===== src/rtl/counter_ctrl.sv =====
// counter_ctrl: start/pause/clear/terminal-count sequencer around a WIDTH-bit up-counter.
// Optional feature macro PRESCALE_EN divides the count tick by prescale+1.
module counter_ctrl #(
  parameter int WIDTH    = 8,
  parameter int PS_WIDTH = 4
) (
  input  logic                clk,
  input  logic                reset,
  input  logic                start,
  input  logic                stop,
  input  logic                clear,
  input  logic                mode,
  input  logic [WIDTH-1:0]    period,
  input  logic [PS_WIDTH-1:0] prescale,
  output logic [WIDTH-1:0]    q,
  output logic                busy,
  output logic                done,
  output logic                tc_pulse
);

  typedef enum logic [1:0] {
    IDLE,
    RUN,
    PAUSE,
    DONE
  } state_t;

  localparam logic [WIDTH-1:0] CNT_ONE = WIDTH'(1);

  state_t           state_q, state_d;
  logic [WIDTH-1:0] cnt_q, cnt_d;
  logic [WIDTH-1:0] per_q, per_d;
  logic             mode_q, mode_d;
  logic             done_q, done_d;
  logic             tc_q, tc_d;
  logic             busy_q, busy_d;
  logic             load;
  logic             tick;

  always_comb begin
    state_d = state_q;
    cnt_d   = cnt_q;
    per_d   = per_q;
    mode_d  = mode_q;
    done_d  = done_q;
    tc_d    = 1'b0;
    load    = 1'b0;
    if (clear) begin
      state_d = IDLE;
      cnt_d   = '0;
      done_d  = 1'b0;
    end else begin
      unique case (state_q)
        IDLE, DONE: begin
          if (start && (period != '0)) begin
            state_d = RUN;
            cnt_d   = '0;
            done_d  = 1'b0;
            per_d   = period;
            mode_d  = mode;
            load    = 1'b1;
          end
        end
        RUN: begin
          if (stop) begin
            state_d = PAUSE;
          end else if (tick) begin
            if (cnt_q == per_q) begin
              tc_d = 1'b1;
              if (mode_q) begin
                cnt_d = '0;
              end else begin
                state_d = DONE;
                done_d  = 1'b1;
              end
            end else begin
              cnt_d = cnt_q + CNT_ONE;
            end
          end
        end
        PAUSE: begin
          if (start && !stop) state_d = RUN;
        end
        default: state_d = IDLE;
      endcase
    end
    busy_d = (state_d == RUN) || (state_d == PAUSE);
  end

  always_ff @(posedge clk or negedge reset) begin
    if (!reset) begin
      state_q <= IDLE;
      cnt_q   <= '0;
      per_q   <= '0;
      mode_q  <= 1'b0;
      done_q  <= 1'b0;
      tc_q    <= 1'b0;
      busy_q  <= 1'b0;
    end else begin
      state_q <= state_d;
      cnt_q   <= cnt_d;
      per_q   <= per_d;
      mode_q  <= mode_d;
      done_q  <= done_d;
      tc_q    <= tc_d;
      busy_q  <= busy_d;
    end
  end

`ifdef PRESCALE_EN
  localparam logic [PS_WIDTH-1:0] PS_ONE = PS_WIDTH'(1);

  logic [PS_WIDTH-1:0] ps_q, ps_d;
  logic [PS_WIDTH-1:0] pre_q, pre_d;

  assign tick = (ps_q == pre_q);

  // Divider only advances on un-stopped RUN cycles, so PAUSE freezes it.
  always_comb begin
    ps_d  = ps_q;
    pre_d = pre_q;
    if (clear) begin
      ps_d = '0;
    end else if (load) begin
      ps_d  = '0;
      pre_d = prescale;
    end else if ((state_q == RUN) && !stop) begin
      ps_d = tick ? '0 : ps_q + PS_ONE;
    end
  end

  always_ff @(posedge clk or negedge reset) begin
    if (!reset) begin
      ps_q  <= '0;
      pre_q <= '0;
    end else begin
      ps_q  <= ps_d;
      pre_q <= pre_d;
    end
  end
`else
  logic unused_prescale;
  assign unused_prescale = ^{prescale, load};
  assign tick = 1'b1;
`endif

  assign q        = cnt_q;
  assign busy     = busy_q;
  assign done     = done_q;
  assign tc_pulse = tc_q;

endmodule


===== config.mk =====
export PLATFORM = sky130hd
export DESIGN_NAME = counter_ctrl
export DESIGN_NICKNAME = d
export VERILOG_FILES = /design/src/rtl/counter_ctrl.sv
export SDC_FILE = /design/constraint.sdc
export NUM_CORES = 1
export LEC_CHECK = 0
export BUFFER_PORTS_ARGS = -buffer_cell sky130_fd_sc_hd__buf_4
export CORE_ASPECT_RATIO = 0.75
export CORE_UTILIZATION = 40
export CTS_BUF_LIST = sky130_fd_sc_hd__clkbuf_4 sky130_fd_sc_hd__clkbuf_8
export DETAILED_ROUTE_END_ITERATION = 10
export PLACE_DENSITY = 0.68
export SLEW_MARGIN = 10
export SYNTH_ARGS = -nofsm -noshare
export SYNTH_HDL_FRONTEND = slang
export SYNTH_SLANG_ARGS = --single-unit

===== constraint.sdc =====
create_clock -name clk -period 2.24 [get_ports clk]
set_clock_uncertainty 0.05 [all_clocks]
set_input_delay 0.336 -clock clk [delete_from_list [all_inputs] [get_ports clk]]
set_output_delay 0.336 -clock clk [all_outputs]
set_load 0.02 [all_outputs]

==> reports/qor.csv, run 1 <==
metric,value,unit
run_status,"complete, no violations",
ir_drop,0.4705,mV
layout-drive-gt1-share,39.26,%
p_per_area,898.7,mW/mm²
port_buffers,24,
setup_viol,0,
power,0.001549,W
crit_fanout,9,
syn-cell-area,0.001403,mm²
root_buffer,clkbuf_8,
grt_usage,18.20,%
yosys.area_share.simple,20.25,%
slew-limit-headroom,63.71,%
antenna_found_initial,0,
synthToLayoutAreaGrowth,22.93,%
grt_pass1_wl,5.188,mm
antennaDiodeCount,0,
route.met2.wl,1.494,mm
clkLatencyLatePin,0.27,ns
hold_violations,0,
critPathCaptureType,register,
die_y,53.28,µm
netlist_instances,132,
cap_violations,0,
p_leak,0.7685,nW
path_clk_slew,0.08,ns
ioPinCount,29,
top_layer_used,met4,
die_area,0.003750,mm²
die_w,70.38,µm
seq_area_frac_synth,39.25,%
yosys.cell_types.count,44,
grt_max_degree,23,
syn_nets,153,
synth_edf_count,0,
vias_per_cell,5.887,
synth.area.top_cells,"dfrtp_1 (39%), mux2_2 (7.2%), xor2_2 (4.6%)",
rows,18,
synth_top_family_by_area,compound AO/OA/AOI/OAI gates,
cts_setup_buffers,0,
synth.area.mux_share,7.226,%
fp.coreArea,0.003311,mm²
wl,3.230,mm
worst_pin_slew,0.5424,ns
detail_route.wl_per_cell,15.91,µm
fin_util,52.08,%
slew_viol_final,0,
drc,0,
htreeDepth,1,
ys_ff_latch,22,
critPathLaunchType,register,
synth.most_common_cell,dfrtp_1,
cp.arrival,2.16,ns
hpwlAfterDp,2.434,mm
hold_path.class,in -> reg,
vias,1195,
syn_area_per_cell,10.63,µm²
grt_pass1_vias,1076,
wl_met1,1.536,mm
synth_ff_type,dfrtp_1,
synth_top_area_cell,dfrtp_1,
drtIter0Drc,39,
crit_type,reg -> reg,
synth_fa_ha_area_share,2.676,%
clk_path_buf_depth,2,
final_nets,185,
timing.fmax,486.6,MHz
synth_compound_area_share,20.70,%
cts_tree,done,
synth_top_cell_area_share,39.25,%
numCtsBuffers,3,
wl_met3,168,µm
drtAntennaViolNets,0,
firstDrtPassIters,4,
fin_crit,2.055,ns
synth_common_cells,"dfrtp_1 (22), nand2_1 (13), mux2_2 (9), nor2_1 (9), a21oi_1 (8)",
tns,0,ns
cts.sinks,22,
fin_crit_sh,91.75,%
ys_warn_count,0,
grt.overflow.total,0,
routabilityCongestion,0.9054,
async_reset_ff_share,100.0,%
rsz0062_at_grt,no,
synth_xor_area_share,7.136,%
worstPathRequired,2.35,ns
start_util,42.37,%
==> layer usage <==
| metal | up-vias | GRT usage (%) |
|---|---|---|
| met5 | - | 0 |
| met4 | 0 | 3.667 |
| met1 | 601 | 23.48 |
| met3 | 5 | 5.524 |
| met2 | 35 | 30.32 |
| li1 | 554 | - |
==> per-stage QoR <==
stage               instance area, µm²  instances  hold WS, ns  worst slack (ns)
global placement                  1650        198       0.1924            0.1964
finish                            1724        203       0.2256            0.1848
global route                      1724        203       0.2338           0.05097
floorplan                         1403        132    -0.009591            0.2381
CTS                               1715        203       0.2219            0.1353
detailed placement                1650        198       0.1981            0.1513
==> worst max-delay path, cell delays in order, from the launching register on <==
cell	delay, ns
dfrtp_1	0.42
inv_1	0.07
ha_2	0.35
o211a_1	0.27
a211oi_2	0.39
o21ai_1	0.12
a32o_1	0.27
==> power by group <==
part           leakage, nW  switching [W]  internal (W)
clock network       0.0288       0.000132      0.000157
logic                0.456       0.000347      0.000300
registers            0.284       0.000109      0.000505
==> final cells by class <==
cell class	count	area, µm²
Clock buffer	4	55.05
Fill cell	284	1587
Inverter	5	18.77
Multi-Input combinational cell	102	822.0
Sequential cell	22	550.5
Tap cell	40	50.05
Timing Repair Buffer	30	227.7
==> cell families (layout without fill, tap and decap cells) <==
kind of cell,after synthesis,in the layout
buffers and inverters,8,39
flip-flops,22,22
adder cells (fa/ha/maj),3,3
AO/OA/AOI/OAI,35,35
AND/OR/NAND/NOR,47,47
multiplexers,9,9
XOR/XNOR,8,8
==> timing repair <==
| item | CTS | global route |
|---|---|---|
| gates resized for setup | 0 | 2 |
| endpoints found under the setup margin | 0 | 1 |
| hold buffers | 1 | 0 |
| endpoints found under the hold margin | 22 | 0 |
==> path summary, 6_finish.rpt <==
path                                  to  startpoint  depth (start not counted)  slack [ns]
worst max register to register      q[7]  state_q[0]                          6        0.18
worst min-delay path            tc_pulse        stop                          2        0.23
worst min register to register  per_q[6]    per_q[6]                          1        0.48
min in group asynchronous           q[6]       reset                          2        0.44
max in group asynchronous       per_q[7]       reset                          2        1.46
worst max-delay path                q[7]  state_q[0]                          6        0.18
==> registers in the layout (all words and copies together), names as in the netlist <==
name      cells
done          1
per_q         8
busy          1
q             8
state_q       2
mode_q        1
tc_pulse      1
==> placed cells by master, fill, tap and decap left out, types with 2 or more instances in the layout <==
master | netlist | routed
nor4_4 | 2 | 2
o21ai_0 | 2 | 2
xor2_1 | 4 | 4
inv_1 | 5 | 5
nand4_1 | 3 | 3
ha_1 | 3 | 2
o211a_1 | 2 | 2
buf_4 | 0 | 29
o21ai_1 | 2 | 2
a21oi_1 | 8 | 8
nand2_1 | 13 | 13
nor2_1 | 9 | 9
nand3_1 | 4 | 4
o31a_2 | 2 | 2
xor2_2 | 4 | 4
dfrtp_1 | 22 | 22
o211ai_1 | 4 | 4
nor4_2 | 2 | 2
a32o_1 | 3 | 3
nor3_1 | 3 | 3
mux2_2 | 9 | 9
a211oi_2 | 2 | 2
nor3_2 | 2 | 2
clkbuf_8 | 0 | 4
No activity file was read; power rests on OpenSTA's default activity.
==> run 2, diff against run 1 <==
- BUFFER_PORTS_ARGS: -buffer_cell sky130_fd_sc_hd__buf_4 -> default
- CAP_MARGIN: default -> 5
- DONT_BUFFER_PORTS: default -> 1
- PLACE_DENSITY: 0.68 -> 0.61
==> run 2 against run 1 <==
  * Sequential share of layout area increased by 2.7 points
  * Total power rose by 0.94%
  * Cell area is 7.7% lower
  * Non-clock buffer count down 19
  * Largest cell class unchanged
  * Hold slack lost 0.15 ns
  * Global-route usage increased by 0.72 points
  * Via count down 10%
  * Register-to-register slack is essentially flat
  * Die area did not move
  * Combinational power down 11%
  * Highest routed layer unchanged
==> reports/qor.csv, run 2 (synthesized netlist as in run 1, its figures left out) <==
metric,value,unit
cap_violations,0,
slew-limit-headroom,33.11,%
grt_pass1_vias,1065,
port_buffers,0,
run_status,"complete, no violations",
ir_drop,0.5815,mV
worstPathRequired,2.35,ns
drtAntennaViolNets,0,
cts.sinks,22,
antennaDiodeCount,0,
synthToLayoutAreaGrowth,13.47,%
fin_ws,0.1917,ns
firstDrtPassIters,6,
critPathCaptureType,register,
fin_crit,2.048,ns
timing.fmax,488.2,MHz
tns,0,ns
crit_chain,inv_1 -> ha_1 -> inv_1 -> nor3_1 -> a211o_1 -> o31ai_4 -> a22o_1,
r2r-end,q[0],
r2r_cells,7,
grt_max_degree,23,
fillCellCount,303,
root_buffer,clkbuf_8,
hold_end,done,
drtIter0Drc,58,
cts_tree,done,
hpwlAfterDp,2.433,mm
grt_pass1_wl,5.319,mm
routabilityCongestion,0.8684,
p_leak,0.6789,nW
mostFrequentLayoutCells,"dfrtp_1 (22), nand2_1 (13), buf_4 (10), nor2_1 (9), mux2_2 (9)",
detail_route.wl_per_cell,17.28,µm
fp.coreArea,0.003311,mm²
hold_path.class,in -> reg,
hold_start,clear,
path_clk_slew,0.08,ns
cp_common_cell,inv_1,
start_util,42.37,%
cp_slowest_stage_delay,0.43,ns
setup_viol,0,
multiInputGateArea,815.8,µm²
layout_commonest_cell,dfrtp_1,
r2r_setup_slack,0.19,ns
critPathLaunchType,register,
drc,0,
vias,1072,
die_w,70.38,µm
p_per_area,982.7,mW/mm²
vias_per_cell,5.826,
startpoint,state_q[1],
place_ws,0.1584,ns
fin_crit_sh,91.44,%
die_y,53.28,µm
hold_violations,0,
rr_startpoint,state_q[1],
crit_fanout,6,
crit_type,reg -> reg,
cp.arrival,2.16,ns
worst_pin_slew,1.000,ns
regArea,550.5,µm²
slew_viol_final,0,
cpLargestDelayFamily,compound AO/OA/AOI/OAI gates,
antenna_found_initial,0,
grt.overflow.total,0,
rows,18,
grt_usage,18.92,%
final_nets,166,
cts_setup_buffers,0,
clk_path_buf_depth,2,
slowest_stage,dfrtp_1,
htreeDepth,1,
numCtsBuffers,3,
min_path_cells,1,
ioPinCount,29,
clkLatencyLatePin,0.26,ns
crit_buf_inv,2,
wl,3.179,mm
die_area,0.003750,mm²
rsz0062_at_grt,no,
layout-drive-gt1-share,30.56,%
==> run 2: changes by cell type in the layout (fill, tap and decap cells not counted) <==
cell | before | now
clkbuf_8 | 4 | 3
buf_4 | 29 | 10
a221oi_2 | 1 | 0
bufinv_16 | 0 | 1
a221oi_1 | 0 | 1
==> run 2: worst max path at each step <==
stage                       to  slack (ns)  cells after the start
after floorplan           q[7]        0.24                      7
after global placement    busy        0.20                      7
after detailed placement  busy        0.16                      7
after CTS                 busy        0.13                      7
after global routing      q[0]        0.01                      7
final                     q[0]        0.19                      7
==> run 2: power breakdown <==
part           switching [W]  total (W)  leakage (nW)  internal, W
combinational       0.000315   0.000576         0.359     0.000261
clock               0.000130   0.000369        0.0357     0.000239
sequential          0.000115   0.000619         0.284     0.000505
total               0.000560    0.00156         0.679      0.00100
==> run 2: per-stage QoR <==
| step | util [%] | hold WS, ns | total power [W] | area [µm²] | std cells |
|---|---|---|---|---|---|
| detailed placement | 45.54 | -0.008988 | 0.001189 | 1508 | 179 |
| global route | 48.07 | 0.04979 | 0.001655 | 1592 | 184 |
| finish | 48.07 | 0.07103 | 0.001564 | 1592 | 184 |
| floorplan | - | -0.009591 | 0.001071 | 1403 | 132 |
| CTS | 48.00 | 0.06444 | 0.001569 | 1589 | 184 |
| global placement | 45.54 | -0.008791 | 0.001166 | 1508 | 179 |
==> run 2: cell type report <==
class	instances	share of cell area (%)
well taps	40	3.145
multi-input cells	102	51.26
flip-flops and latches	22	34.59
clock buffers	3	2.594
clock inverters	1	1.887
repair buffers	11	5.346
inverters	5	1.179
==> run 2: routing by layer <==
| metal | GRT usage, % | vias up | wire [µm] |
|---|---|---|---|
| met2 | 29.68 | 35 | 1410 |
| met4 | 4.667 | 0 | 39 |
| met1 | 25.06 | 515 | 1519 |
| met5 | 0 | - | 0 |
| met3 | 6.476 | 8 | 209 |
| li1 | - | 514 | - |
==> run 2: repair_timing <==
| item | 4_1_cts | 5_1_grt |
|---|---|---|
| endpoints found under the setup margin | 0 | 2 |
| resized for setup | 0 | 1 |
| hold buffers | 1 | 0 |
| endpoints found under the hold margin | 22 | 0 |
==> run 3, diff against run 2 <==
- CELL_PAD_IN_SITES_DETAIL_PLACEMENT: default -> 1
- CELL_PAD_IN_SITES_GLOBAL_PLACEMENT: default -> 2
- CORE_UTILIZATION: 40 -> 39
- CTS_BUF_LIST: sky130_fd_sc_hd__clkbuf_4 sky130_fd_sc_hd__clkbuf_8 -> default
- PLACE_DENSITY: 0.61 -> 0.84
- SLEW_MARGIN: 10 -> 20
==> run 3 against run 2 <==
  * The run now ends with hold timing left
  * Sequential share of layout area down 0.081 points
  * Clock power is 1% higher
  * Global-route usage increased by 2.2 points
  * Hold slack worse by 0.091 ns
  * Final cell count increased by 0.54%
  * Total power rose by 2.3%
  * Register-to-register slack worse by 0.07 ns
  * Critical endpoint is now q[5]
  * Largest cell class unchanged
  * Highest routed layer unchanged
==> reports/qor.csv, run 3 (synthesized netlist as in run 1, its figures left out) <==
metric,value,unit
layout-drive-gt1-share,32.41,%
startpoint,state_q[0],
rows,18,
mostFrequentLayoutCells,"dfrtp_1 (22), nand2_1 (13), buf_4 (11), nor2_1 (9), mux2_2 (9)",
layout_commonest_cell,dfrtp_1,
postPlaceCellArea,0.001515,mm²
vias,1118,
drc,0,
tns,0,ns
antennaDiodeCount,0,
worstPathRequired,2.35,ns
die_area,0.003843,mm²
cts_setup_buffers,0,
cts_tree,done,
grt_pass1_vias,1173,
fp.coreArea,0.003356,mm²
run_status,"complete, but fails checks",
grt_pass1_wl,6.003,mm
grt.overflow.total,0,
cap_violations,0,
drtAntennaViolNets,0,
slew_viol_final,0,
p_leak,0.6837,nW
synthToLayoutAreaGrowth,13.74,%
grt_use_met1,28.32,%
grt_max_degree,23,
clk_path_buf_depth,2,
cts.sinks,22,
whs,-0.01949,ns
cp.arrival,2.22,ns
critPathLaunchType,register,
design_area,0.001595,mm²
detail_route.wl_per_cell,19.43,µm
hold_violations,22,
start_util,41.80,%
ioPinCount,29,
clkLatencyLatePin,0.26,ns
critPathCaptureType,register,
die_w,71.25,µm
ir_drop,0.6293,mV
die_y,53.94,µm
use_met3,6.180,%
rr_startpoint,state_q[0],
crit_type,reg -> reg,
worst_pin_slew,0.5704,ns
hold_path.class,in -> async,
antenna_found_initial,0,
timing.fmax,472.6,MHz
numCtsBuffers,3,
vias_per_cell,6.043,
firstDrtPassIters,4,
routabilityCongestion,0.8941,
crit_fanout,9,
setup_viol,0,
hpwlAfterDp,2.702,mm
met2_usage,34.29,%
slew-limit-headroom,61.83,%
path_clk_slew,0.08,ns
rsz0062_at_grt,no,
fin_crit,2.116,ns
p_per_area,1003,mW/mm²
final_nets,167,
root_buffer,clkbuf_8,
grt_usage,21.07,%
wl,3.594,mm
fin_crit_sh,94.46,%
port_buffers,0,
htreeDepth,1,
failed_checks,hold timing,
drtIter0Drc,60,
top_usage_layer,met2,
-- run 3: final timing paths --
check / to / slack [ns] / cells past startpoint
setup / recovery: q[5] / 0.12 / 6
hold / removal: q[2] / -0.02 / 1
setup reg to reg: q[5] / 0.12 / 6
hold reg to reg: per_q[7] / 0.49 / 1
max in group asynchronous: q[1] / 1.81 / 1
min in group clk: done / 0.07 / 1
-- run 3: what timing repair did --
item,4_1_cts,5_1_grt
setup endpoints to repair,0,6
hold endpoints to repair,22,0
gates resized for setup,0,2
hold buffers,1,0
-- run 3: per-stage QoR --
stage	total power (W)	instances	hold WS (ns)	util, %	setup WS (ns)
after floorplan	0.001071	132	-0.009591	-	0.2381
after global placement	0.001185	180	-0.009079	45.15	0.1339
after detailed placement	0.001218	180	-0.009088	45.15	0.06579
after CTS	0.001611	185	0.06058	47.58	0.04690
after global routing	0.001696	185	0.008335	47.54	0.006426
final	0.001599	185	-0.01949	47.54	0.1240
-- run 3: worst max-delay path: stages, from the launching register on --
cell	delay [ns]
dfrtp_1	0.43
inv_1	0.08
ha_2	0.36
o211a_1	0.28
a211oi_2	0.41
o21ai_1	0.13
a32o_1	0.27
-- run 3: final cells by class --
class,count,area (µm²)
clock buffer,3,41.29
clock inverter,1,30.03
fill,374,1760
inverter,5,18.77
multi-input combinational,102,817.0
sequential,22,550.5
tap,40,50.05
timing repair buffer,12,87.58
-- run 3: per-layer routing --
layer / part of all wire [%] / vias to the layer above
met1: 49 / 571
li1: - / 518
met3: 5.1 / 2
met5: 0 / -
met2: 46 / 27
met4: 0.39 / 0
-- run 3: where the power goes --
group / switching, W / internal [W] / total, W
Combinational: 0.000335 / 0.000274 / 0.000609
Clock: 0.000135 / 0.000239 / 0.000373
Sequential: 0.000112 / 0.000504 / 0.000617
Total: 0.000582 / 0.00102 / 0.00160
